[src/rtl/alu_pkg.sv]
// Shared definitions for the registered N-bit ALU: opcodes and FSM state type.
package alu_pkg;

    localparam logic [3:0] OP_AND = 4'b0000;
    localparam logic [3:0] OP_OR  = 4'b0001;
    localparam logic [3:0] OP_ADD = 4'b0010;
    localparam logic [3:0] OP_SUB = 4'b0110;
    localparam logic [3:0] OP_SLT = 4'b0111;
    localparam logic [3:0] OP_NOR = 4'b1100;
    localparam logic [3:0] OP_MUL = 4'b1000;

    typedef enum logic {
        ST_IDLE = 1'b0,
        ST_MUL  = 1'b1
    } state_t;

endpackage

[src/rtl/alu_core_comb.sv]
// Combinational WIDTH-bit ALU for the single-cycle opcodes. Any opcode it does
// not implement (including MUL, which the top sequences itself) is flagged illegal
// with a zero result.
module alu_core_comb
    import alu_pkg::*;
#(
    parameter int WIDTH = 6
) (
    input  logic [WIDTH-1:0] a,
    input  logic [WIDTH-1:0] b,
    input  logic             carry_in,
    input  logic [3:0]       alu_op,
    output logic [WIDTH-1:0] result,
    output logic             carry_out,
    output logic             overflow,
    output logic             illegal
);

    logic [WIDTH-1:0] and_bits;
    logic [WIDTH-1:0] or_bits;
    logic [WIDTH-1:0] nor_bits;
    logic [WIDTH:0]   add_full;
    logic [WIDTH:0]   sub_full;
    logic             add_ovf;
    logic             sub_ovf;
    logic             slt;

    // Bitwise logic as a row of 1-bit slices
    generate
        for (genvar gi = 0; gi < WIDTH; gi++) begin : g_bit
            assign and_bits[gi] = a[gi] & b[gi];
            assign or_bits[gi]  = a[gi] | b[gi];
            assign nor_bits[gi] = ~(a[gi] | b[gi]);
        end
    endgenerate

    // SUB is a + ~b + 1, so its carry out of the top bit means "no borrow"
    assign add_full = {1'b0, a} + {1'b0, b} + {{WIDTH{1'b0}}, carry_in};
    assign sub_full = {1'b0, a} + {1'b0, ~b} + {{WIDTH{1'b0}}, 1'b1};
    assign add_ovf  = (a[WIDTH-1] == b[WIDTH-1]) && (add_full[WIDTH-1] != a[WIDTH-1]);
    assign sub_ovf  = (a[WIDTH-1] != b[WIDTH-1]) && (sub_full[WIDTH-1] != a[WIDTH-1]);
    assign slt      = $signed(a) < $signed(b);

    // Opcode decode; carry and overflow are meaningful for ADD/SUB only
    always_comb begin
        result    = '0;
        carry_out = 1'b0;
        overflow  = 1'b0;
        illegal   = 1'b0;
        case (alu_op)
            OP_AND: result = and_bits;
            OP_OR:  result = or_bits;
            OP_NOR: result = nor_bits;
            OP_ADD: begin
                result    = add_full[WIDTH-1:0];
                carry_out = add_full[WIDTH];
                overflow  = add_ovf;
            end
            OP_SUB: begin
                result    = sub_full[WIDTH-1:0];
                carry_out = sub_full[WIDTH];
                overflow  = sub_ovf;
            end
            OP_SLT: result = {{(WIDTH-1){1'b0}}, slt};
            default: illegal = 1'b1;
        endcase
    end

endmodule

[src/rtl/alu_seq_nbit.sv]
// Registered N-bit ALU with valid/ready handshake on both sides and status flags.
// Define ALU_MUL_EN to enable the multi-cycle unsigned shift-add multiply (opcode
// 1000, WIDTH cycles); without it that opcode is illegal and the block is purely
// single-cycle.
module alu_seq_nbit
    import alu_pkg::*;
#(
    parameter int WIDTH = 6
) (
    input  logic             clk,
    input  logic             reset,
    input  logic             in_valid,
    output logic             in_ready,
    input  logic [WIDTH-1:0] a,
    input  logic [WIDTH-1:0] b,
    input  logic             carry_in,
    input  logic [3:0]       alu_op,
    output logic             out_valid,
    input  logic             out_ready,
    output logic [WIDTH-1:0] result,
    output logic             carry_out,
    output logic             overflow,
    output logic             zero,
    output logic             negative,
    output logic             err
);

    logic [WIDTH-1:0] core_result;
    logic             core_carry;
    logic             core_ovf;
    logic             core_illegal;

    logic             out_valid_reg;
    logic [WIDTH-1:0] result_reg;
    logic             carry_reg;
    logic             overflow_reg;
    logic             zero_reg;
    logic             negative_reg;
    logic             err_reg;

    logic             accept;
    logic             busy;
    logic             start_mul;
    logic             mul_done;
    logic [WIDTH-1:0] mul_result;
    logic             mul_carry;

    alu_core_comb #(.WIDTH(WIDTH)) u_core (
        .a         (a),
        .b         (b),
        .carry_in  (carry_in),
        .alu_op    (alu_op),
        .result    (core_result),
        .carry_out (core_carry),
        .overflow  (core_ovf),
        .illegal   (core_illegal)
    );

    // A pending result may be taken and replaced in the same cycle
    assign in_ready = !busy && (!out_valid_reg || out_ready);
    assign accept   = in_valid && in_ready;

`ifdef ALU_MUL_EN
    localparam int CW = (WIDTH > 2) ? $clog2(WIDTH) : 1;

    state_t               state_reg;
    logic [2*WIDTH-1:0]   prod_reg;
    logic [2*WIDTH-1:0]   mcand_reg;
    logic [2*WIDTH-1:0]   prod_next;
    logic [WIDTH-1:0]     mplier_reg;
    logic [CW-1:0]        cnt_reg;

    assign busy       = (state_reg == ST_MUL);
    assign start_mul  = accept && (alu_op == OP_MUL);
    assign mul_done   = busy && (cnt_reg == '0);
    assign prod_next  = prod_reg + (mplier_reg[0] ? mcand_reg : '0);
    assign mul_result = prod_next[WIDTH-1:0];
    assign mul_carry  = |prod_next[2*WIDTH-1:WIDTH];

    // Multiply FSM: one multiplier bit per cycle, WIDTH iterations after accept
    always_ff @(posedge clk) begin
        if (reset) begin
            state_reg  <= ST_IDLE;
            prod_reg   <= '0;
            mcand_reg  <= '0;
            mplier_reg <= '0;
            cnt_reg    <= '0;
        end else begin
            case (state_reg)
                ST_IDLE: begin
                    if (start_mul) begin
                        prod_reg   <= '0;
                        mcand_reg  <= {{WIDTH{1'b0}}, a};
                        mplier_reg <= b;
                        cnt_reg    <= CW'(WIDTH - 1);
                        state_reg  <= ST_MUL;
                    end
                end
                ST_MUL: begin
                    prod_reg   <= prod_next;
                    mcand_reg  <= mcand_reg << 1;
                    mplier_reg <= mplier_reg >> 1;
                    cnt_reg    <= cnt_reg - 1'b1;
                    if (cnt_reg == '0) begin
                        state_reg <= ST_IDLE;
                    end
                end
                default: state_reg <= ST_IDLE;
            endcase
        end
    end
`else
    assign busy       = 1'b0;
    assign start_mul  = 1'b0;
    assign mul_done   = 1'b0;
    assign mul_result = '0;
    assign mul_carry  = 1'b0;
`endif

    // Output registers: load on single-cycle accept or multiply completion,
    // otherwise hold until the consumer takes the result
    always_ff @(posedge clk) begin
        if (reset) begin
            out_valid_reg <= 1'b0;
            result_reg    <= '0;
            carry_reg     <= 1'b0;
            overflow_reg  <= 1'b0;
            zero_reg      <= 1'b0;
            negative_reg  <= 1'b0;
            err_reg       <= 1'b0;
        end else if (accept && !start_mul) begin
            out_valid_reg <= 1'b1;
            result_reg    <= core_result;
            carry_reg     <= core_carry;
            overflow_reg  <= core_ovf;
            zero_reg      <= (core_result == '0);
            negative_reg  <= core_result[WIDTH-1];
            err_reg       <= core_illegal;
        end else if (mul_done) begin
            out_valid_reg <= 1'b1;
            result_reg    <= mul_result;
            carry_reg     <= mul_carry;
            overflow_reg  <= 1'b0;
            zero_reg      <= (mul_result == '0);
            negative_reg  <= mul_result[WIDTH-1];
            err_reg       <= 1'b0;
        end else if (out_valid_reg && out_ready) begin
            out_valid_reg <= 1'b0;
        end
    end

    assign out_valid = out_valid_reg;
    assign result    = result_reg;
    assign carry_out = carry_reg;
    assign overflow  = overflow_reg;
    assign zero      = zero_reg;
    assign negative  = negative_reg;
    assign err       = err_reg;

endmodule

[config.mk]
export PLATFORM = sky130hd
export DESIGN_NAME = alu_seq_nbit
export DESIGN_NICKNAME = d
export VERILOG_FILES = /design/src/rtl/alu_pkg.sv /design/src/rtl/alu_core_comb.sv /design/src/rtl/alu_seq_nbit.sv
export SDC_FILE = /design/constraint.sdc
export NUM_CORES = 1
export LEC_CHECK = 0
export BUFFER_PORTS_ARGS = -buffer_cell sky130_fd_sc_hd__clkbuf_2
export CAP_MARGIN = 20
export CORE_UTILIZATION = 56
export CTS_BUF_LIST = sky130_fd_sc_hd__clkbuf_8
export CTS_CLUSTER_DIAMETER = 80
export DETAILED_ROUTE_END_ITERATION = 12
export PLACE_DENSITY = 0.85
export SLEW_MARGIN = 20
export SYNTH_ARGS = -nofsm -noshare
export SYNTH_HDL_FRONTEND = slang
export SYNTH_SLANG_ARGS = --single-unit
[constraint.sdc]
create_clock -name clk -period 2.4 [get_ports clk]
set_clock_uncertainty 0.2 [all_clocks]
set_input_delay 0.24 -clock clk [delete_from_list [all_inputs] [get_ports clk]]
set_output_delay 0.24 -clock clk [all_outputs]
set_load 0.005 [all_outputs]
==> results.ini <==
[run_status]
run_status=completed

[timing]
fmax_mhz=443
slew_headroom_pct=65.4
setup_violations=0
post-route-period-util_pct=94.1
final-max-slew-violation-count=0
whs_ns=0.0352
hold_violations=0
rsz0062_at_grt=no
tightest_slew_ns=0.518
period_needed_ns=2.26
tns_ns=0
worst_slack_ns=0.140

[clocking]
cts.path.max_buffers=2
ctsHoldBuffers=0
cts_resized=0
clk_pin_slew_ns=0.05
ctsHtreeMaxLevel=1
cts_made_buffers=3
clock-sinks=11
post_cts_buffers=0
insertion_delay_ns=0.24
cts-root-buf=clkbuf_8
cts_tree=yes

[synth]
yosysWarnings=0
synth_compound_area_share_pct=29.2
synth-edff-count=0
synth_cells=185
ys_seq_elements=11
synthMuxAreaShare_pct=2.27
synth_top_family_by_area=compound AO/OA/AOI/OAI gates
synth_simple_gate_area_share_pct=22.0
avgSynthCellArea_um2=7.73
synth_nets=228
synth_top_area_share_pct=16.6
ys_types=53
yosys-top-cells-area=ha_1, dfxtp_1, inv_1
synth_fa_ha_area_share_pct=20.8
synthFlopType=dfxtp_1
async_flop_share_pct=0
synth_area_leader_cell=ha_1
syn_area_um2=1430
synth_xor_area_share_pct=0.612
yosysSeqAreaShare_pct=15.4

[final_layout]
largest_reg_flops=6
diodes=0
area_delta_synth_final_pct=19.2
multi_input_area_um2=1070
regArea_um2=220
nNetsFinal=265
layout-drive-gt1-share_pct=23.1
fillers=215

[route]
vias_per_cell=6.33
wl_per_cell_um=15.8
routed_wl_um=3940
drt_first_pass_iters=5
ant_nets=0
drc=0
drt_iter0_drc=89
vias=1575

[power_and_ir_drop]
p_comb_share_pct=42.0
power_density_nw_per_um2=393
p_sw_mw=0.238
clockPowerShare_pct=27.6
p_leak_nw=0.835
power.internal_mw=0.432
power_frac_seq_pct=30.4
netSwitchingFraction_pct=35.5
peakVddDrop_uv=641

[flow_run]
maxCapViolCount=0

[floorplan]
die_x_um=52.5
die_h_um=52.5
start_util_pct=61.7
dieArea_um2=2760
num_io_pins=34
coreArea_um2=2320
rows=17

[place]
hpwl_um=3080
numPortBuffers=33
place.gp.congestion=0.890
dp_slack_ns=-0.0599

[worst_hold_path]
holdCritPathClass=in2reg

[global_route]
antenna_found_initial=0
grt_max_degree=15
grt_first_pass_wirelength_um=5960
track_usage_pct=29.2
grt_remaining_overflow=0
grt_pass1_vias=1386

[setup_path]
crit_path_start_kind=primary input
cp_max_fo=8
crit_arrival_ns=2.25
worstPathRequired_ns=2.39
worstSetupEndpointType=register
path_class=in2reg

-- Yosys cell counts, types with 5 or more instances --
cell,count
a211oi_1,5
a21oi_1,15
a22oi_1,7
buf_2,6
clkbuf_1,6
dfxtp_1,11
ha_1,19
inv_1,21
nand3_1,8
nor2_1,14
nor3_1,5
-- power by group through the flow --
stage / Sequential [mW] / Clock (mW) / Combinational, mW
after detailed placement: 0.207 / 0 / 0.271
final: 0.204 / 0.184 / 0.281
after global routing: 0.205 / 0.195 / 0.305
after floorplan: 0.208 / 0 / 0.173
after CTS: 0.204 / 0.186 / 0.275
after global placement: 0.207 / 0 / 0.261
-- stage by stage --
step	area [um2]	cells	power, mW	util, %
finish	1710	249	0.670	73.6
global placement	1660	245	0.467	71.6
CTS	1710	249	0.665	73.6
global route	1710	249	0.705	73.6
floorplan	1430	185	0.382	-
detailed placement	1660	245	0.479	71.6
-- cells by family after synthesis --
| logic type | after synthesis |
|---|---|
| compound gates | 59 |
| simple gates | 55 |
| flops | 11 |
| buf+inv | 34 |
| mux | 3 |
| fa+ha+maj | 22 |
| xor+xnor | 1 |
-- per-layer routing --
| metal | vias up | share of wire [%] | GRT usage, % |
|---|---|---|---|
| met3 | 12 | 10 | 9.28 |
| met2 | 98 | 48 | 48.1 |
| met1 | 717 | 39 | 35.3 |
| li1 | 748 | - | - |
| met5 | - | 0 | 0 |
| met4 | 0 | 2.3 | 10.1 |
-- cells in the final DEF, fill, tap and decap left out, types with 2 or more instances in the layout --
cell type	n
clkbuf_2	33
inv_1	22
ha_1	19
a21oi_1	15
nor2_1	14
buf_4	12
dfxtp_1	11
nand3_1	8
a22oi_1	7
a211oi_1	5
nor3_1	5
nand2b_1	4
nor2b_1	4
o21ai_0	4
nand2_1	4
or3_1	3
o21ai_1	3
o22ai_1	3
fa_1	3
clkbuf_8	3
and2_1	2
mux2_1	2
and3_1	2
o2111ai_1	2
a41o_1	2
a221oi_1	2
-- cell type report --
cell class | count | share of cell area (%)
Clock buffer | 3 | 2.42
Clock inverter | 1 | 0.220
Inverter | 21 | 4.62
Multi-Input combinational cell | 140 | 62.8
Sequential cell | 11 | 12.9
Tap cell | 28 | 2.05
Timing Repair Buffer | 45 | 15.0
-- path summary, 6_finish.rpt --
path / from / end / slack [ns] / depth (start not counted)
worst max-delay path: b[2] / zero / 0.14 / 9
worst min-delay path: in_valid / out_valid / 0.04 / 3
worst max register to register: out_valid / zero / 0.53 / 5
worst min register to register: result[2] / result[2] / 0.30 / 1
-- worst max-delay path, cell delays in order --
cell and delay [ns]:
clkbuf_2 0.10, inv_1 0.06, ha_1 0.38, a21oi_1 0.23
nand2_1 0.13, a41o_1 0.25, or3_1 0.35, a22oi_1 0.31
a41o_1 0.20
(Power assumes the default switching activity.)
